## src/rtl/control_sequencer_if.sv

```systemverilog
// Control bus between the hardwired sequencer (master) and the RISC datapath (slave).
// Carries the decoded IR/CON/stop inputs and every datapath strobe.
interface control_sequencer_if #(
    parameter int IR_W = 32,
    parameter int OP_W = 5
);
    logic [IR_W-1:0] ir;
    logic            CON;
    logic            stop;

    logic PCout, IncPC, PCin, MARin, memRead, MDRin, MDRout, ramEnable, IRin;
    logic Gra, Grb, Grc, Rin, Rout, BAout, R15in;
    logic Yin, Zin, Zhighout, Zlowout, HIin, LOin, HIout, LOout, Cout, CONin;
    logic InPort_Out, OutPort_In;
    logic [OP_W-1:0] alu_op;
    logic run;
    logic illegal_op;

    modport master (
        input  ir, CON, stop,
        output PCout, IncPC, PCin, MARin, memRead, MDRin, MDRout, ramEnable, IRin,
        output Gra, Grb, Grc, Rin, Rout, BAout, R15in,
        output Yin, Zin, Zhighout, Zlowout, HIin, LOin, HIout, LOout, Cout, CONin,
        output InPort_Out, OutPort_In, alu_op, run, illegal_op
    );

    modport slave (
        output ir, CON, stop,
        input  PCout, IncPC, PCin, MARin, memRead, MDRin, MDRout, ramEnable, IRin,
        input  Gra, Grb, Grc, Rin, Rout, BAout, R15in,
        input  Yin, Zin, Zhighout, Zlowout, HIin, LOin, HIout, LOout, Cout, CONin,
        input  InPort_Out, OutPort_In, alu_op, run, illegal_op
    );
endinterface

```

## src/rtl/control_sequencer.sv

```systemverilog
// Hardwired fetch/execute sequencer for the 32-bit RISC datapath (steps T0..T7).
// Optional ILLEGAL_TRAP_EN: opcodes 28-31 halt and raise a sticky illegal_op.
module control_sequencer #(
    parameter int              IR_W     = 32,
    parameter int              OP_W     = 5,
    parameter logic [OP_W-1:0] ADD_CODE = OP_W'(3)
) (
    input logic                 clock,
    input logic                 clear,
    control_sequencer_if.master bus
);
    localparam logic [3:0] S_RST  = 4'd0;
    localparam logic [3:0] S_T0   = 4'd1;
    localparam logic [3:0] S_T1   = 4'd2;
    localparam logic [3:0] S_T2   = 4'd3;
    localparam logic [3:0] S_T3   = 4'd4;
    localparam logic [3:0] S_T4   = 4'd5;
    localparam logic [3:0] S_T5   = 4'd6;
    localparam logic [3:0] S_T6   = 4'd7;
    localparam logic [3:0] S_T7   = 4'd8;
    localparam logic [3:0] S_HALT = 4'd9;

    localparam logic [OP_W-1:0] OP_LD     = OP_W'(0);
    localparam logic [OP_W-1:0] OP_LDI    = OP_W'(1);
    localparam logic [OP_W-1:0] OP_ST     = OP_W'(2);
    localparam logic [OP_W-1:0] OP_ALU_LO = OP_W'(3);
    localparam logic [OP_W-1:0] OP_ALU_HI = OP_W'(11);
    localparam logic [OP_W-1:0] OP_ADDI   = OP_W'(12);
    localparam logic [OP_W-1:0] OP_ANDI   = OP_W'(13);
    localparam logic [OP_W-1:0] OP_ORI    = OP_W'(14);
    localparam logic [OP_W-1:0] OP_DIV    = OP_W'(15);
    localparam logic [OP_W-1:0] OP_MUL    = OP_W'(16);
    localparam logic [OP_W-1:0] OP_NEG    = OP_W'(17);
    localparam logic [OP_W-1:0] OP_NOT    = OP_W'(18);
    localparam logic [OP_W-1:0] OP_BR     = OP_W'(19);
    localparam logic [OP_W-1:0] OP_JR     = OP_W'(20);
    localparam logic [OP_W-1:0] OP_JAL    = OP_W'(21);
    localparam logic [OP_W-1:0] OP_IN     = OP_W'(22);
    localparam logic [OP_W-1:0] OP_OUT    = OP_W'(23);
    localparam logic [OP_W-1:0] OP_MFHI   = OP_W'(24);
    localparam logic [OP_W-1:0] OP_MFLO   = OP_W'(25);
    localparam logic [OP_W-1:0] OP_NOP    = OP_W'(26);
    localparam logic [OP_W-1:0] OP_HALT   = OP_W'(27);

    localparam logic [OP_W-1:0] ALU_AND = OP_W'(5);
    localparam logic [OP_W-1:0] ALU_OR  = OP_W'(6);

    typedef struct packed {
        logic pc_out, inc_pc, pc_in, mar_in, mem_read, mdr_in, mdr_out, ram_en, ir_in;
        logic gra, grb, grc, rin, rout, ba_out, r15_in;
        logic yin, zin, zhigh_out, zlow_out, hi_in, lo_in, hi_out, lo_out, c_out, con_in;
        logic inport_out, outport_in;
    } strobe_t;

    logic [3:0]      state, state_nxt;
    logic [OP_W-1:0] op;
    logic [2:0]      step;
    strobe_t         st;
    logic [OP_W-1:0] alu_sel;
    logic            done;
    logic            to_halt;
    logic            imm;
`ifdef ILLEGAL_TRAP_EN
    logic            ill_hit;
    logic            ill_q;
`endif

    assign op   = bus.ir[IR_W-1 -: OP_W];
    assign step = 3'(state - S_T3);
    assign imm  = (op == OP_ADDI) || (op == OP_ANDI) || (op == OP_ORI);

    always_comb begin
        st      = '0;
        alu_sel = '0;
        done    = 1'b0;
        to_halt = 1'b0;
`ifdef ILLEGAL_TRAP_EN
        ill_hit = 1'b0;
`endif
        case (state)
            S_T0: begin st.pc_out = 1'b1; st.mar_in = 1'b1; st.inc_pc = 1'b1; end
            S_T1: begin st.mem_read = 1'b1; st.mdr_in = 1'b1; end
            S_T2: begin st.mdr_out = 1'b1; st.ir_in = 1'b1; end
            S_T3, S_T4, S_T5, S_T6, S_T7: begin
                case (op) inside
                    [OP_ALU_LO:OP_ALU_HI], OP_ADDI, OP_ANDI, OP_ORI: begin
                        case (step)
                            3'd0: begin st.grb = 1'b1; st.rout = 1'b1; st.yin = 1'b1; end
                            3'd1: begin
                                st.zin = 1'b1;
                                if (imm) begin
                                    st.c_out = 1'b1;
                                    alu_sel  = (op == OP_ADDI) ? ADD_CODE :
                                               (op == OP_ANDI) ? ALU_AND : ALU_OR;
                                end else begin
                                    st.grc  = 1'b1;
                                    st.rout = 1'b1;
                                    alu_sel = op;
                                end
                            end
                            3'd2: begin st.zlow_out = 1'b1; st.gra = 1'b1; st.rin = 1'b1; done = 1'b1; end
                            default: ;
                        endcase
                    end
                    // ld/ldi/st share the base+offset address computation in T3-T4
                    OP_LD, OP_LDI, OP_ST: begin
                        case (step)
                            3'd0: begin st.grb = 1'b1; st.ba_out = 1'b1; st.yin = 1'b1; end
                            3'd1: begin st.c_out = 1'b1; st.zin = 1'b1; alu_sel = ADD_CODE; end
                            3'd2: begin
                                st.zlow_out = 1'b1;
                                if (op == OP_LDI) begin
                                    st.gra = 1'b1; st.rin = 1'b1; done = 1'b1;
                                end else begin
                                    st.mar_in = 1'b1;
                                end
                            end
                            3'd3: begin
                                st.mdr_in = 1'b1;
                                if (op == OP_LD) st.mem_read = 1'b1;
                                else begin st.gra = 1'b1; st.rout = 1'b1; end
                            end
                            3'd4: begin
                                if (op == OP_LD) begin st.mdr_out = 1'b1; st.gra = 1'b1; st.rin = 1'b1; end
                                else st.ram_en = 1'b1;
                                done = 1'b1;
                            end
                            default: ;
                        endcase
                    end
                    OP_DIV, OP_MUL: begin
                        case (step)
                            3'd0: begin st.gra = 1'b1; st.rout = 1'b1; st.yin = 1'b1; end
                            3'd1: begin st.grb = 1'b1; st.rout = 1'b1; st.zin = 1'b1; alu_sel = op; end
                            3'd2: begin st.zlow_out = 1'b1; st.lo_in = 1'b1; end
                            3'd3: begin st.zhigh_out = 1'b1; st.hi_in = 1'b1; done = 1'b1; end
                            default: ;
                        endcase
                    end
                    OP_NEG, OP_NOT: begin
                        case (step)
                            3'd0: begin st.grb = 1'b1; st.rout = 1'b1; st.zin = 1'b1; alu_sel = op; end
                            3'd1: begin st.zlow_out = 1'b1; st.gra = 1'b1; st.rin = 1'b1; done = 1'b1; end
                            default: ;
                        endcase
                    end
                    OP_BR: begin
                        case (step)
                            3'd0: begin st.grb = 1'b1; st.rout = 1'b1; st.con_in = 1'b1; end
                            3'd1: begin st.pc_out = 1'b1; st.yin = 1'b1; end
                            3'd2: begin st.c_out = 1'b1; st.zin = 1'b1; alu_sel = ADD_CODE; end
                            3'd3: begin
                                // untaken branch still spends the T6 slot, just without strobes
                                st.zlow_out = bus.CON;
                                st.pc_in    = bus.CON;
                                done        = 1'b1;
                            end
                            default: ;
                        endcase
                    end
                    OP_JAL: begin
                        case (step)
                            3'd0: begin st.pc_out = 1'b1; st.r15_in = 1'b1; end
                            3'd1: begin st.gra = 1'b1; st.rout = 1'b1; st.pc_in = 1'b1; done = 1'b1; end
                            default: ;
                        endcase
                    end
                    OP_JR, OP_IN, OP_OUT, OP_MFHI, OP_MFLO, OP_NOP, OP_HALT: begin
                        if (step == 3'd0) begin
                            st.gra        = (op != OP_NOP) && (op != OP_HALT);
                            st.rout       = (op == OP_JR) || (op == OP_OUT);
                            st.rin        = (op == OP_IN) || (op == OP_MFHI) || (op == OP_MFLO);
                            st.pc_in      = (op == OP_JR);
                            st.inport_out = (op == OP_IN);
                            st.outport_in = (op == OP_OUT);
                            st.hi_out     = (op == OP_MFHI);
                            st.lo_out     = (op == OP_MFLO);
                            to_halt       = (op == OP_HALT);
                            done          = (op != OP_HALT);
                        end
                    end
                    default: begin
`ifdef ILLEGAL_TRAP_EN
                        to_halt = (step == 3'd0);
                        ill_hit = (step == 3'd0);
`else
                        done    = (step == 3'd0);
`endif
                    end
                endcase
            end
            default: ;
        endcase
    end

    always_comb begin
        state_nxt = state;
        case (state)
            S_RST: state_nxt = S_T0;
            S_T0:  state_nxt = S_T1;
            S_T1:  state_nxt = S_T2;
            S_T2:  state_nxt = S_T3;
            S_T3, S_T4, S_T5, S_T6, S_T7: begin
                if (to_halt)   state_nxt = S_HALT;
                else if (done) state_nxt = bus.stop ? S_HALT : S_T0;
                else           state_nxt = state + 4'd1;
            end
            S_HALT:  state_nxt = S_HALT;
            default: state_nxt = S_RST;
        endcase
    end

    always_ff @(posedge clock or negedge clear) begin
        if (!clear) state <= S_RST;
        else        state <= state_nxt;
    end

`ifdef ILLEGAL_TRAP_EN
    always_ff @(posedge clock or negedge clear) begin
        if (!clear)       ill_q <= 1'b0;
        else if (ill_hit) ill_q <= 1'b1;
    end
    assign bus.illegal_op = ill_q;
`else
    assign bus.illegal_op = 1'b0;
`endif

    assign bus.run        = (state >= S_T0) && (state <= S_T7);
    assign bus.alu_op     = alu_sel;
    assign bus.PCout      = st.pc_out;
    assign bus.IncPC      = st.inc_pc;
    assign bus.PCin       = st.pc_in;
    assign bus.MARin      = st.mar_in;
    assign bus.memRead    = st.mem_read;
    assign bus.MDRin      = st.mdr_in;
    assign bus.MDRout     = st.mdr_out;
    assign bus.ramEnable  = st.ram_en;
    assign bus.IRin       = st.ir_in;
    assign bus.Gra        = st.gra;
    assign bus.Grb        = st.grb;
    assign bus.Grc        = st.grc;
    assign bus.Rin        = st.rin;
    assign bus.Rout       = st.rout;
    assign bus.BAout      = st.ba_out;
    assign bus.R15in      = st.r15_in;
    assign bus.Yin        = st.yin;
    assign bus.Zin        = st.zin;
    assign bus.Zhighout   = st.zhigh_out;
    assign bus.Zlowout    = st.zlow_out;
    assign bus.HIin       = st.hi_in;
    assign bus.LOin       = st.lo_in;
    assign bus.HIout      = st.hi_out;
    assign bus.LOout      = st.lo_out;
    assign bus.Cout       = st.c_out;
    assign bus.CONin      = st.con_in;
    assign bus.InPort_Out = st.inport_out;
    assign bus.OutPort_In = st.outport_in;
endmodule

```

## src/flat_wrapper.sv

```systemverilog
// flat-port wrapper written by rule: the top's interface ports become plain ports
module control_sequencer_flat 
#(
    parameter int              IR_W     = 32,
    parameter int              OP_W     = 5,
    parameter logic [OP_W-1:0] ADD_CODE = OP_W'(3)
)
  (clock, clear, bus_ir, bus_CON, bus_stop, bus_PCout, bus_IncPC, bus_PCin, bus_MARin, bus_memRead, bus_MDRin, bus_MDRout, bus_ramEnable, bus_IRin, bus_Gra, bus_Grb, bus_Grc, bus_Rin, bus_Rout, bus_BAout, bus_R15in, bus_Yin, bus_Zin, bus_Zhighout, bus_Zlowout, bus_HIin, bus_LOin, bus_HIout, bus_LOout, bus_Cout, bus_CONin, bus_InPort_Out, bus_OutPort_In, bus_alu_op, bus_run, bus_illegal_op);
  control_sequencer_if #(.IR_W(IR_W), .OP_W(OP_W)) bus_i ();
  input logic clock;
  input logic clear;
  input wire logic [$bits(bus_i.ir)-1:0] bus_ir;
  input wire logic [$bits(bus_i.CON)-1:0] bus_CON;
  input wire logic [$bits(bus_i.stop)-1:0] bus_stop;
  output wire logic [$bits(bus_i.PCout)-1:0] bus_PCout;
  output wire logic [$bits(bus_i.IncPC)-1:0] bus_IncPC;
  output wire logic [$bits(bus_i.PCin)-1:0] bus_PCin;
  output wire logic [$bits(bus_i.MARin)-1:0] bus_MARin;
  output wire logic [$bits(bus_i.memRead)-1:0] bus_memRead;
  output wire logic [$bits(bus_i.MDRin)-1:0] bus_MDRin;
  output wire logic [$bits(bus_i.MDRout)-1:0] bus_MDRout;
  output wire logic [$bits(bus_i.ramEnable)-1:0] bus_ramEnable;
  output wire logic [$bits(bus_i.IRin)-1:0] bus_IRin;
  output wire logic [$bits(bus_i.Gra)-1:0] bus_Gra;
  output wire logic [$bits(bus_i.Grb)-1:0] bus_Grb;
  output wire logic [$bits(bus_i.Grc)-1:0] bus_Grc;
  output wire logic [$bits(bus_i.Rin)-1:0] bus_Rin;
  output wire logic [$bits(bus_i.Rout)-1:0] bus_Rout;
  output wire logic [$bits(bus_i.BAout)-1:0] bus_BAout;
  output wire logic [$bits(bus_i.R15in)-1:0] bus_R15in;
  output wire logic [$bits(bus_i.Yin)-1:0] bus_Yin;
  output wire logic [$bits(bus_i.Zin)-1:0] bus_Zin;
  output wire logic [$bits(bus_i.Zhighout)-1:0] bus_Zhighout;
  output wire logic [$bits(bus_i.Zlowout)-1:0] bus_Zlowout;
  output wire logic [$bits(bus_i.HIin)-1:0] bus_HIin;
  output wire logic [$bits(bus_i.LOin)-1:0] bus_LOin;
  output wire logic [$bits(bus_i.HIout)-1:0] bus_HIout;
  output wire logic [$bits(bus_i.LOout)-1:0] bus_LOout;
  output wire logic [$bits(bus_i.Cout)-1:0] bus_Cout;
  output wire logic [$bits(bus_i.CONin)-1:0] bus_CONin;
  output wire logic [$bits(bus_i.InPort_Out)-1:0] bus_InPort_Out;
  output wire logic [$bits(bus_i.OutPort_In)-1:0] bus_OutPort_In;
  output wire logic [$bits(bus_i.alu_op)-1:0] bus_alu_op;
  output wire logic [$bits(bus_i.run)-1:0] bus_run;
  output wire logic [$bits(bus_i.illegal_op)-1:0] bus_illegal_op;
  assign bus_i.ir = bus_ir;
  assign bus_i.CON = bus_CON;
  assign bus_i.stop = bus_stop;
  assign bus_PCout = bus_i.PCout;
  assign bus_IncPC = bus_i.IncPC;
  assign bus_PCin = bus_i.PCin;
  assign bus_MARin = bus_i.MARin;
  assign bus_memRead = bus_i.memRead;
  assign bus_MDRin = bus_i.MDRin;
  assign bus_MDRout = bus_i.MDRout;
  assign bus_ramEnable = bus_i.ramEnable;
  assign bus_IRin = bus_i.IRin;
  assign bus_Gra = bus_i.Gra;
  assign bus_Grb = bus_i.Grb;
  assign bus_Grc = bus_i.Grc;
  assign bus_Rin = bus_i.Rin;
  assign bus_Rout = bus_i.Rout;
  assign bus_BAout = bus_i.BAout;
  assign bus_R15in = bus_i.R15in;
  assign bus_Yin = bus_i.Yin;
  assign bus_Zin = bus_i.Zin;
  assign bus_Zhighout = bus_i.Zhighout;
  assign bus_Zlowout = bus_i.Zlowout;
  assign bus_HIin = bus_i.HIin;
  assign bus_LOin = bus_i.LOin;
  assign bus_HIout = bus_i.HIout;
  assign bus_LOout = bus_i.LOout;
  assign bus_Cout = bus_i.Cout;
  assign bus_CONin = bus_i.CONin;
  assign bus_InPort_Out = bus_i.InPort_Out;
  assign bus_OutPort_In = bus_i.OutPort_In;
  assign bus_alu_op = bus_i.alu_op;
  assign bus_run = bus_i.run;
  assign bus_illegal_op = bus_i.illegal_op;
  control_sequencer #(.IR_W(IR_W), .OP_W(OP_W), .ADD_CODE(ADD_CODE)) u_core (.clock(clock), .clear(clear), .bus(bus_i));
endmodule
```

## config.mk

```make
export PLATFORM = sky130hd
export DESIGN_NAME = control_sequencer_flat
export DESIGN_NICKNAME = d
export VERILOG_FILES = /design/src/rtl/control_sequencer_if.sv /design/src/rtl/control_sequencer.sv /design/src/flat_wrapper.sv
export SDC_FILE = /design/constraint.sdc
export NUM_CORES = 1
export LEC_CHECK = 0
export ABC_AREA = 0
export BUFFER_PORTS_ARGS = -buffer_cell sky130_fd_sc_hd__buf_2
export CORE_ASPECT_RATIO = 1.5
export CORE_MARGIN = 10
export CORE_UTILIZATION = 50
export DETAILED_ROUTE_END_ITERATION = 10
export PLACE_DENSITY = 0.84
export SYNTH_ARGS = -nofsm -noshare
export SYNTH_HDL_FRONTEND = slang
export SYNTH_SLANG_ARGS = --single-unit
```

## constraint.sdc

```tcl
create_clock -name clock -period 4.3 [get_ports clock]
set_input_delay 1.075 -clock clock [delete_from_list [all_inputs] [get_ports clock]]
set_output_delay 1.075 -clock clock [all_outputs]
set_load 0.03 [all_outputs]
```

== Word level (Yosys, flattened, before mapping) ==
Index checks and enable logic that the tools add are counted.

* Muxes and demuxes: 164
* Magnitude comparators: 4
* $add $sub $neg: 2
* Equal/unequal tests: 33
* Reductions and logical operators: 18

{| class="wikitable"
|+ Operator list
! cell !! count
|-
| two-way mux 1 bit || 113
|-
| == test 5 bit (second input constant) || 12
|-
| two-way mux 5 bit || 12
|-
| two-way mux 2 bit || 26
|-
| case mux 4 bit (6 select lines) || 1
|-
| == test 5 x 4 -> 1 bit (second input constant) || 4
|-
| two-way mux 19 bit || 1
|-
| == test 4 x 3 -> 1 bit (second input constant) || 4
|-
| two-way mux 4 bit || 3
|-
| case mux 1 bit (2 select lines) || 6
|-
| != test 5 bit (second input constant) || 2
|-
| == test 4 x 2 -> 1 bit (second input constant) || 2
|-
| == test 4 bit (second input constant) || 2
|-
| OR reduction 7 bit || 1
|-
| == test 3 x 2 -> 1 bit (second input constant) || 2
|-
| OR reduction 2 bit || 3
|-
| == test 5 x 1 -> 1 bit (second input constant) || 1
|-
| == test 5 x 2 -> 1 bit (second input constant) || 1
|-
| >= comparator 5 x 2 -> 1 bit (second input constant) || 1
|-
| <= comparator 5 x 4 -> 1 bit (second input constant) || 1
|-
| logical NOT 5 bit || 1
|-
| logical OR 1 bit || 5
|-
| OR reduction 5 bit || 1
|-
| adder 4 x 1 -> 4 bit (second input constant) || 1
|-
| other kinds (13) || 15
|}

* Flip-flop bits (word level): 4
* Output and inout bits: 35
* Logic and storage cells: 222
* Input port bits: 36

== Depth between registers and ports, before layout ==
Gate-level depths: netlist (run 1).

* Word-level depth: 14
* Mapped depth: 10
* Depth with buffers taken out: 8

== Least setup slack after synthesis (run 1) ==
OpenSTA, ideal clock, no wires.

* Kind: input to output
* Start: input bus_ir[27]
* End: output bus_ramEnable
* Stages: 6
* Path buffers: 1
* Setup slack: 0.308 ns
* Arrival time: 2.917 ns
* Required time: 3.225 ns
* Cells stage by stage: buf_4 > and2_1 > nor3_2 > nor2_1 > or2_2 > nor4_1

* Word-level cells in the longest chain between the ends: 6
* Elaborated cells between the ends (all ways): 16
* Those cells by class: order compare (2); eq/ne (5); mux (5); reduce/logical (4)

{| class="wikitable"
|+ Ends and longest elaborated chain
! element !! line !! source
|-
| start: declaration || flat_wrapper.sv:12 || <nowiki>input wire logic [$bits(bus_i.ir)-1:0] bus_ir;</nowiki>
|-
| parallel branches: the longest is 4 deep, another holds >= comparator 5 x 2 -> 1 bit || n/a ||
|-
| two-way mux 5 bit * || control_sequencer.sv:85 || <nowiki>case (op) inside</nowiki>
|-
| two-way mux 1 bit * || control_sequencer.sv:80 || <nowiki>case (state)</nowiki>
|-
| end: declaration || flat_wrapper.sv:22 || <nowiki>output wire logic [$bits(bus_i.ramEnable)-1:0] bus_ramEnable;</nowiki>
|}

Mark *: on every way between the ends.

== Final worst setup path (run 1) ==
* Start: register u_core.state[0]
* End: output bus_PCout

* Word-level cells in the longest chain between the ends: 10
* Elaborated cells between the ends (all ways): 19
* Those cells by class: add/sub (1); eq/ne (7); mux (9); reduce/logical (2)

{| class="wikitable"
|+ Ends and longest elaborated chain
! element !! line !! source
|-
| start: declaration || control_sequencer.sv:55 || <nowiki>logic [3:0] state, state_nxt;</nowiki>
|-
| start signal: assignment || control_sequencer.sv:215 || <nowiki>else state <= state_nxt;</nowiki>
|-
| subtractor 3 bit || control_sequencer.sv:69 || <nowiki>assign step = 3'(state - S_T3);</nowiki>
|-
| logical NOT 3 bit || control_sequencer.sv:162 || <nowiki>case (step)</nowiki>
|-
| two-way mux 1 bit || control_sequencer.sv:162 ||
|-
| two-way mux 1 bit (6 in series) || control_sequencer.sv:85 ||
|-
| case mux 1 bit (2 select lines) * || control_sequencer.sv:80 ||
|-
| end: declaration || flat_wrapper.sv:15 || <nowiki>output wire logic [$bits(bus_i.PCout)-1:0] bus_PCout;</nowiki>
|}

Mark *: on every way between the ends. The rest lies on a longest branch, timed or not.

==> metrics.cfg, run 1 <==
[outcome]
status = finished, final reports clean

[sta]
fin_tns_setup_ps = 0
timing.slew.headroom_pct = 64.9
slew_viol_final = 0
skew_ps = 3.99
timing.final.crit_period_ps = 4010
hold_violations = 0
setup_viol = 0
rsz0062_at_grt = false
tightest_slew_ps = 525
setup_ws_ps = 291
max_freq_mhz = 249
timing.final.crit_share_pct = 93.2

[global_route]
grt_pass1_vias = 1800
grt_pass1_wl_um = 8100
track_usage_pct = 17.9
grt.overflow.total = 0
grt_max_degree = 20
antenna_found_initial = 0

[cts]
clock_latency_ps = 220
cts-buffers-inserted = 3
cts.sinks = 4
cts_max_level = 1
cts_resized = 0
clk_pin_slew_ps = 30
postCtsSetupBuffers = 0
cts-hold-fix-buffers = 0
cts_buffer_depth = 2
root_buffer = clkbuf_8
cts_tree = yes

[worst_setup_path]
cp_max_fo = 10
worst-path-buf-inv = 2
end_kind = output port
rr_endpoint = u_core.state[1]$_DFF_PN0_
reg2regPathDepth = 8
critPathLaunchType = flip-flop
crit_path_cell_trace = inv_1 > ha_1 > or2_1 > nor3_1 > o31a_1 > or3_1 > nor3_2 > a311o_1 > buf_2
critPathKind = reg2out
path_depth = 9
path_delay_family = simple AND/OR/NAND/NOR gates
endpoint = bus_PCout
required_ps = 3220
cpMaxStageDelayCell = or3_1
r2r_start = u_core.state[0]$_DFF_PN0_
max_stage_delay_ps = 460
setup.worst_path.start = u_core.state[0]$_DFF_PN0_
cp_data_arrival_time_ps = 2930
rrSetupSlack_ps = 1710

[place]
hpwlAfterDp_um = 3750
io_buffers = 42
dp_slack_ps = 330
place_congestion = 0.966
dp.cells = 282
place_area_um2 = 1630

[final_layout]
top_register = u_core.state
postLayoutCellArea_um2 = 1670
final_common_cell = buf_2
largest_reg_flops = 4
nFillCells = 268
fin_util_pct = 62.3
finish.net_count = 292
fin_cells = 285
diodes = 0
drive_gt1_share_pct = 30.6
reg.largest.list = u_core.state x4
area_delta_synth_final_pct = 19.4
mostFrequentLayoutCells = buf_2 (42), nor2_1 (33), nand2_1 (20)

[route]
drc_errors = 0
drtIter0Drc = 163
ant_nets = 0
viasPerCell = 6.29
via_count = 1793
post_drt_wl_per_cell_um = 17.6
routed_wirelength_um = 5020
dr.pass1.iters = 5

[job]
cap_viol_max_count = 0

[min_path]
hp-class = in2async

[die]
die_h_um = 84.7
rows = 23
fp.coreArea_um2 = 2680
die_w_um = 63.2
start_util_pct = 52.2
design.die.area_um2 = 5350
ios = 71

[yosys]
netlist.area_leader.share_pct = 8.87
synth_area_per_cell_um2 = 6.62
yosysWarningCount = 0
synthCells = 211
synth_edf_count = 0
yosys_register_bits = 4
yosys-top-cells-area = nor2_1 (8.9%), dfrtp_1 (7.2%), a21oi_1 (5.7%)
syn_area_um2 = 1400
ys.flop_type = dfrtp_1
synthArstFlopShare_pct = 100
ys_seq_area_share_pct = 7.17
ys_types = 64
synth_top_area_cell = nor2_1
syn_nets = 253

[power]
p_leak_nw = 0.759
p_per_area_nw_per_um2 = 421
ir_worst_vdd_mv = 0.247

-- power breakdown --
group	switching (W)	internal (W)
Clock	0.0000206	0.0000598
Combinational	0.000371	0.000182
Sequential	0.0000165	0.0000522
-- routing by layer --
layer / track usage, % / wire length (um)
met1: 17.7 / 1790
met2: 32.4 / 2590
met3: 3.46 / 440
met4: 12.4 / 203
met5: 0 / 0
-- cell usage after synthesis, types with 5 or more instances --
cell type,number
nand3b_1,5
clkbuf_1,6
a21oi_1,16
buf_2,6
nand3_1,5
nand2_1,20
ha_1,6
o21ai_0,10
buf_4,6
nand2b_1,5
and2_1,6
nor2_1,33
-- cells by family after synthesis --
logic type / count (synthesis) / share of synthesized area (%)
AOI/OAI and AO/OA: 68 / 36.0
xor gates and xnor gates: 1 / 0.627
adders and majority gates: 6 / 5.38
buffers and inverters: 25 / 9.95
DFF: 4 / 7.17
muxes: 3 / 2.42
other: 1 / 0.269
and+or+nand+nor: 103 / 38.2
-- worst min-delay path by stage --
| stage | slack (ps) | cells past startpoint | to | from |
|---|---|---|---|---|
| after global routing | 650 | 1 | u_core.state[0]$_DFF_PN0_ | clear |
| after floorplan | 590 | 2 | u_core.state[2]$_DFF_PN0_ | u_core.state[2]$_DFF_PN0_ |
| after detailed placement | 720 | 3 | u_core.state[3]$_DFF_PN0_ | u_core.state[2]$_DFF_PN0_ |
| final | 650 | 1 | u_core.state[0]$_DFF_PN0_ | clear |
| after CTS | 650 | 1 | u_core.state[0]$_DFF_PN0_ | clear |
| after global placement | 710 | 3 | u_core.state[3]$_DFF_PN0_ | u_core.state[2]$_DFF_PN0_ |
-- cell type report --
cell class	count	area (um^2)	share of cell area (%)
Clock buffer	3	41.3	2.48
Tap cell	37	46.3	2.78
Sequential cell	4	100	6.00
Inverter	4	15.0	0.900
Timing Repair Buffer	55	308	18.5
Multi-Input combinational cell	182	1160	69.4
-- stage by stage --
stage / hold slack, ps / power, W
after detailed placement: 723 / 0.000609
final: 647 / 0.000702
after floorplan: 591 / 0.000481
after global placement: 714 / 0.000599
after global routing: 648 / 0.000757
after CTS: 651 / 0.000695
Note: power is estimated with default switching activity, not from simulation.
==> run 2: changes to the inputs <==
--- a/config.mk
+++ b/config.mk
@@ -11,7 +11,7 @@
 export CORE_MARGIN = 10
 export CORE_UTILIZATION = 50
 export DETAILED_ROUTE_END_ITERATION = 10
-export PLACE_DENSITY = 0.84
+export PLACE_DENSITY = 0.87
 export SYNTH_ARGS = -nofsm -noshare
 export SYNTH_HDL_FRONTEND = slang
 export SYNTH_SLANG_ARGS = --single-unit
==> constraint.sdc (replaced) <==
create_clock -name clock -period 4.65 [get_ports clock]
set_input_delay 1.1625 -clock clock [delete_from_list [all_inputs] [get_ports clock]]
set_output_delay 1.1625 -clock clock [all_outputs]
set_load 0.03 [all_outputs]
==> run 2 against run 1 <==
Effect of this change:
- final cell count down 3.5%
- sequential power is 10% lower
- clock-buffer cell count stayed put
- highest routed layer unchanged
- via count down 1.2%
- clock power down 9.3%
- clock skew fell by 3.1 ps
- global-route usage decreased by 0.83 points
- total power down 9.7%
==> metrics.cfg, run 2 (synthesized netlist as in run 1, its figures left out) <==
[sta]
timing.slew.headroom_pct = 59.1
timing.final.crit_share_pct = 91.1
max_freq_mhz = 236
setup_viol = 0
timing.final.crit_period_ps = 4240
slew_viol_final = 0
rsz0062_at_grt = false
fin_tns_setup_ps = 0
hold_violations = 0
setup_ws_ps = 414
skew_ps = 0.887
tightest_slew_ps = 613

[power]
ir_worst_vdd_mv = 0.178
p_leak_nw = 0.711
p_per_area_nw_per_um2 = 398

[die]
die_h_um = 84.7
start_util_pct = 52.2
design.die.area_um2 = 5350
rows = 23
die_w_um = 63.2
ios = 71
fp.coreArea_um2 = 2680

[final_layout]
final_common_cell = buf_2
drive_gt1_share_pct = 27.7
area_delta_synth_final_pct = 14.1
largest_reg_flops = 4
postLayoutCellArea_um2 = 1590
fin_util_pct = 59.5
finish.net_count = 282
mostFrequentLayoutCells = buf_2 (42), nor2_1 (33), nand2_1 (20)
top_register = u_core.state
reg.largest.list = u_core.state x4
diodes = 0

[cts]
clk_pin_slew_ps = 30
cts.sinks = 4
cts_tree = yes
cts-buffers-inserted = 3
postCtsSetupBuffers = 0
root_buffer = clkbuf_8
clock_latency_ps = 220
cts_buffer_depth = 2
cts-hold-fix-buffers = 0
cts_max_level = 1
cts_resized = 0

[worst_setup_path]
required_ps = 3490
critPathLaunchType = primary input
max_stage_delay_ps = 570
cp_max_fo = 18
cpMaxStageDelayCell = or3b_1
end_kind = output port
path_common_cell = buf_2
cp_data_arrival_time_ps = 3070
critPathKind = in2out
crit_path_cell_trace = buf_2 > or3b_1 > a21oi_4 > a22o_4 > a21oi_2 > a221o_1 > a22oi_2 > buf_2

[global_route]
grt_max_degree = 22
grt_pass1_vias = 1692
grt_pass1_wl_um = 7850
track_usage_pct = 17.1
grt.overflow.total = 0
antenna_found_initial = 0

[outcome]
status = finished, final reports clean

[route]
drtIter0Drc = 232
dr.pass1.iters = 5
routed_wirelength_um = 4780
ant_nets = 0
viasPerCell = 6.44
drc_errors = 0
via_count = 1772
post_drt_wl_per_cell_um = 17.4

[place]
dp_slack_ps = 434
place_congestion = 0.974
place_area_um2 = 1550
hpwlAfterDp_um = 3490
io_buffers = 42

[job]
cap_viol_max_count = 0

[min_path]
hp-class = reg2reg

[run 2: metrics by stage]
stage                     power, W  hold slack, ps  std cells
after detailed placement  0.000550             688        272
after global routing      0.000683             742        275
after global placement    0.000543             688        272
after floorplan           0.000444             591        211
final                     0.000634             707        275
after CTS                 0.000627             690        275
[run 2: area by class of cell]
cell class / instances / area, um^2
multi-input combinational: 182 / 1160
tap: 37 / 46.3
fill: 266 / 1080
inverter: 4 / 15.0
timing repair buffer: 45 / 233
sequential: 4 / 100
clock buffer: 3 / 41.3
[run 2: layer usage]
metal	track usage [%]	vias to the layer above	wire [um]
met5	0	-	0
met4	9.18	0	179
met3	3.32	23	491
met2	29.9	138	2430
met1	18.7	785	1680
li1	-	826	-
[run 2: worst paths after layout]
path                                                 from                   endpoint  slack [ps]  cells past startpoint
worst max-delay path                           bus_ir[29]              bus_alu_op[0]         410                      8
worst min-delay path            u_core.state[2]$_DFF_PN0_  u_core.state[0]$_DFF_PN0_         710                      2
worst max register to register  u_core.state[0]$_DFF_PN0_  u_core.state[1]$_DFF_PN0_        2020                      8
worst min register to register  u_core.state[2]$_DFF_PN0_  u_core.state[0]$_DFF_PN0_         710                      2
max in group asynchronous                           clear  u_core.state[1]$_DFF_PN0_        3790                      1
min in group asynchronous                           clear  u_core.state[3]$_DFF_PN0_         740                      1
[run 2: power breakdown]
group          switching [W]   total, W  internal, W
combinational       0.000340   0.000500     0.000160
sequential         0.0000137  0.0000618    0.0000482
clock              0.0000177  0.0000729    0.0000552
[run 2: worst max-delay path, delay by kind of cell]
family	cells	cell delay [ps]
AOI/OAI and AO/OA	5	920
and+or+nand+nor	1	570
buffers and inverters	2	410
